$ cat config.mk
export PLATFORM = sky130hd
export DESIGN_NAME = parity_accum
export DESIGN_NICKNAME = d
export VERILOG_FILES = /design/src/rtl/parity_accum.sv
export SDC_FILE = /design/constraint.sdc
export NUM_CORES = 1
export LEC_CHECK = 0
export BUFFER_PORTS_ARGS = -buffer_cell sky130_fd_sc_hd__buf_2
export CORE_AREA = 5 5 63 65
export CTS_BUF_LIST = sky130_fd_sc_hd__clkbuf_16
export CTS_CLUSTER_DIAMETER = 150
export DETAILED_ROUTE_END_ITERATION = 10
export DIE_AREA = 0 0 68 70
export PLACE_DENSITY = 0.81
export SYNTH_ARGS = -nofsm -noshare
export SYNTH_HDL_FRONTEND = slang
export SYNTH_SLANG_ARGS = --single-unit
export TNS_END_PERCENT = 20
$ cat constraint.sdc
create_clock -name CLK -period 2.3 [get_ports CLK]
set_input_delay 0 -clock CLK [delete_from_list [all_inputs] [get_ports CLK]]
set_output_delay 0 -clock CLK [all_outputs]
set_load 0.02 [all_outputs]
$ cat src/rtl/parity_accum.sv
// parity_accum: per-frame column XOR, parity, saturating word count and overflow flag.
module parity_accum #(
    parameter int unsigned WIDTH = 8,
    parameter int unsigned CNT_W = 8,
    parameter bit          ODD   = 1'b0
) (
    input  logic             CLK,
    input  logic             RST,
    input  logic [WIDTH-1:0] IN_DATA,
    input  logic             IN_VALID,
    input  logic             IN_LAST,
    output logic             IN_READY,
    output logic             OUT_VALID,
    input  logic             OUT_READY,
    output logic [WIDTH-1:0] OUT_COLPAR,
    output logic             OUT_PARITY,
    output logic [CNT_W-1:0] OUT_COUNT,
    output logic             OUT_OVF
);
    typedef enum logic [1:0] {IDLE, ACCUM, HOLD} state_t;
    state_t state;
    logic [WIDTH-1:0] col_acc, col_nxt;
    logic [CNT_W-1:0] cnt, cnt_nxt;
    logic ovf, sat, beat;
    assign IN_READY = !RST && state != HOLD;
    assign beat     = IN_VALID && IN_READY;
    assign sat      = &cnt;
    assign cnt_nxt  = sat ? cnt : cnt + 1'b1;
    assign col_nxt  = col_acc ^ IN_DATA;
    always_ff @(posedge CLK) begin
        if (RST) begin
            state      <= IDLE;
            col_acc    <= '0;
            cnt        <= '0;
            ovf        <= 1'b0;
            OUT_VALID  <= 1'b0;
            OUT_COLPAR <= '0;
            OUT_PARITY <= 1'b0;
            OUT_COUNT  <= '0;
            OUT_OVF    <= 1'b0;
        end else if (beat && IN_LAST) begin
            state      <= HOLD;
            OUT_VALID  <= 1'b1;
            OUT_COLPAR <= col_nxt;
            OUT_PARITY <= ^col_nxt ^ ODD;
            OUT_COUNT  <= cnt_nxt;
            OUT_OVF    <= ovf | sat;
            col_acc    <= '0;
            cnt        <= '0;
            ovf        <= 1'b0;
        end else if (beat) begin
            state   <= ACCUM;
            col_acc <= col_nxt;
            cnt     <= cnt_nxt;
            ovf     <= ovf | sat;
        end else if (state == HOLD && OUT_READY) begin
            state     <= IDLE;
            OUT_VALID <= 1'b0;
        end
    end
endmodule

# Yosys cells after proc, flatten, opt, wreduce, memory -nomap -nowiden
# Cells that the tools add are included.
# totals
ramBits,0
memories,0
ff_bits,38
romBits,0
out_inout_bits,20
inputBits,13
latchBits,0
word_cells,35
# op_classes
bitwise_logic,2
n_mul,0
div_mod_pow,0
shift,0
n_eq_ne,3
muxes,7
n_addsub,1
n_reduce_logical,12
magnitude_cmp,0
# ops
op,n
adder 8 x 1 -> 8 bit (second input constant),1
2-to-1 mux 8 bit,1
AND reduction 8 bit,1
XOR reduction 8 bit,1
bitwise XOR 8 bit,1
2-to-1 mux 2 bit,3
logical AND 1 bit,4
nonzero test 2 bit,2
2-to-1 mux 1 bit,3
nonzero test 3 bit,1
== test 2 bit (second input constant),1
inequality test 2 x 1 -> 1 bit (second input constant),1
inequality test 2 bit (second input constant),1
AND reduction 2 bit,1
OR reduction 2 bit,1
logical NOT 1 bit,1
OR 1 bit,1

# Longest topological paths before layout
# depth
depth_word,6
ltp_mapped,7
mapped_depth_nobuf,6

# Worst setup path after synthesis
# OpenSTA, ideal clock, no wires.
# synth_timing
path_kind,register to register
from,register cnt[0]
to,register cnt[5]
n_path_buf,1
period_less_slack_ns,1.633
t_arrival_ns,1.499
path_stages_with_launch,8
setup_ns,0.134
required_ns,2.166
setup_slack_ns,0.667
path_cell_list,dfxtp_1 > ha_1 > and4_1 > nand4_1 > buf_2 > nand3_1 > xor2_1 > nor2_1
# synth_via
elab_chain_len,2
word_cells_on_any_way,3
cone_classes,add/sub: 1; mux: 1; reduce/logical: 1
# synth_rtl
item,line_no,source
"start, declared",23,"logic [CNT_W-1:0] cnt, cnt_nxt;"
"start signal, assigned",54,cnt <= cnt_nxt;
adder 8 x 1 -> 8 bit / AND reduction 8 bit (equally long branches),"28, 27",
2-to-1 mux 8 bit (*),28,assign cnt_nxt = sat ? cnt : cnt + 1'b1;
# Mark *: on every way between the ends. The rest lies on a longest branch, timed or not.
# A chain may end at the register's enable or synchronous reset.

# Worst setup path after layout
# layout_timing
from,register state[1]
to,register OUT_COLPAR[1]
# layout_via
elab_chain_len,4
# layout_rtl
item,line_no,source
"start, declared",21,state_t state;
"start signal, assigned",32,state <= IDLE;
"start signal, assigned",42,state <= HOLD;
"start signal, assigned",52,state <= ACCUM;
inequality test 2 bit,25,assign IN_READY = !RST && state != HOLD;
logical AND 1 bit,25,
logical AND 1 bit,26,assign beat = IN_VALID && IN_READY;
logical AND 1 bit,41,end else if (beat && IN_LAST) begin
"end signal, assigned",44,OUT_COLPAR <= col_nxt;
"end, declared",15,"output logic [WIDTH-1:0] OUT_COLPAR,"
# Every way passes these cells.

==> reports/results.ini <==
[status]
status=completed

[floorplan]
die-width_um=68
core_um2=3280
design.die.area_um2=4760
initial_core_util=0.509
fp-row-count=21
die_h_um=70
ios=33

[routing]
avgViaCountPerCell=5.17
first_pass_iters=4
vias=1391
drc=0
first_iter_violations=104
drtAntennaViolNets=0
wl_um=3540
wl_per_cell_um=13.1

[timing]
clock.fmax_mhz=536
period_share=0.811
relSlewSlack=0.278
hold_viol=0
setup_violations=0
setup_tns_ns=0
tightest_slew_ns=1.08
skew_ns=0.00421
report.final.slew_viol_count=0
period_needed_ns=1.86
rsz0062_at_grt=false
final_critical_path_setup_slack_ns=0.436

[critical_path]
crit_path_top_delay_cell=nor3_2
crit_required_ns=2.48
critical_path_class=reg2reg
arrival_ns=2.04
worst_setup_path_start_kind=flip-flop
crit_buf_inv=0
crit_chain=nor2b_1 -> nor3_2 -> nor2_1 -> a211oi_1
slowest_delay_ns=0.88
crit_family=simple AND/OR/NAND/NOR gates
endpoint_kind=flip-flop
cp_max_fo=18

[clock_tree]
root_buffer=clkbuf_16
cts_hold_buf=0
insertion_delay_ns=0.27
cts_max_path_buffers=2
post_cts_buffers=0
cts_made_buffers=5
clk_pin_slew_ns=0.06
h-tree-depth=2
numClockSinks=38
cts_resized=0
cts_tree=yes

[finish]
n_antenna_cell=0
syn2layout_area_growth_pct=23.2
final_common_cell=dfxtp_1
layoutNonFillerInstCount=269
drive_gt1_frac=0.206
multi_input_comb_area_um2=848
fill_cells=270
ff_latch_area_um2=761
layout.nets=236
final_cell_mix=38 x dfxtp_1, 32 x buf_2, 26 x nor2_1, 22 x nand2_1, 17 x xor2_1

[global_route]
antenna_found_initial=0
grt_pass1_vias=1302
grt_pass1_wl_um=6000
grtUsageTotal=0.162
use_met3=0.0304
grt-ovfl-total=0
top_usage_layer=met2
met2_usage=0.252
grt_max_degree=19
gr-usage-met1=0.213

[synthesis]
ys_types=31
netlist_area_um2=1670
avgSynthCellArea_um2=8.90
syn-num-nets=202
syn_inst=188
synth_edf_count=0
async_reset_ff_frac=0
yosysWarnings=0
synth_seq_cells=38
yosys_most_used_dff=dfxtp_1
synth_sequential_area_ratio=0.455

[placement]
dp_hpwl_um=2390
pre_cts_ws_ns=0.522
portBuffers=32
place.gp.congestion=0.845
dp.cells=261

[run]
drv_cap=0

[min_path]
hold_class=in2reg

[power]
peakVddDrop_uv=443
cellLeakagePower_nw=0.879
powerDensity_nw_per_um2=862

layer usage:
metal / wire length (um) / vias up
met5: 0 / -
met4: 35 / 0
met3: 203 / 4
met2: 1700 / 42
met1: 1600 / 640
li1: - / 705
cell families after synthesis:
| kind of cell | Yosys count | share of synthesized area |
|---|---|---|
| compound gates | 32 | 0.123 |
| xor+xnor | 28 | 0.156 |
| flops | 38 | 0.455 |
| fa+ha+maj | 1 | 0.00748 |
| simple gates | 72 | 0.197 |
| mux | 4 | 0.0239 |
| buf+inv | 13 | 0.0381 |
cell usage after synthesis (3+ instances only):
cell	number	share of area
nor2_1	26	0.058
buf_2	6	0.018
xor2_1	17	0.089
xnor2_1	10	0.052
inv_1	3	0.0067
nand2_1	22	0.049
a211oi_1	6	0.027
a31oi_1	3	0.011
a22o_1	4	0.021
a21oi_1	6	0.018
nand3_1	14	0.042
o21ai_1	4	0.012
mux2i_1	4	0.024
dfxtp_1	38	0.45
o21ai_0	6	0.018
worst paths after layout:
| kind | to | slack (ns) | start | depth (start not counted) |
|---|---|---|---|---|
| worst max-delay path | OUT_COLPAR[1] | 0.44 | state[1] | 4 |
| worst min register to register | OUT_COUNT[5] | 0.45 | OUT_COUNT[5] | 2 |
| worst max register to register | OUT_COLPAR[1] | 0.44 | state[1] | 4 |
| worst min-delay path | OUT_VALID | 0.06 | OUT_READY | 3 |
tightest hold or removal path, stage by stage:
cell and delay (ns):
buf_2 0.09, nand2_1 0.07, a31o_2 0.14
sequential cells by signal, summed over array words and instances (netlist names):
signal      flops
OUT_COLPAR      8
OUT_COUNT       8
cnt             8
col_acc         8
state           2
OUT_OVF         1
OUT_PARITY      1
OUT_VALID       1
ovf             1
stage by stage:
step	hold slack, ns	utilization	total power, mW	cell area, um2
floorplan	0.204	-	0.867	1670
global placement	0.330	0.570	0.919	1870
detailed placement	0.335	0.570	0.924	1870
CTS	0.0505	0.627	1.80	2060
global route	0.0752	0.627	1.84	2060
finish	0.0563	0.627	1.78	2060
power breakdown:
| group | switching, mW | total, mW | internal, mW | leakage, nW |
|---|---|---|---|---|
| Sequential | 0.0186 | 0.705 | 0.686 | 0.309 |
| Clock | 0.249 | 0.865 | 0.617 | 0.0915 |
| Combinational | 0.113 | 0.206 | 0.0934 | 0.479 |
| Total | 0.380 | 1.78 | 1.40 | 0.879 |
layout make-up:
class,count,area share
well taps,46,0.0279
inverters,4,0.00729
flip-flops and latches,38,0.369
repair buffers,36,0.0923
clock inverters,3,0.0310
multi-input cells,137,0.412
clock buffers,5,0.0607
Power figures use the tool's default switching activity.
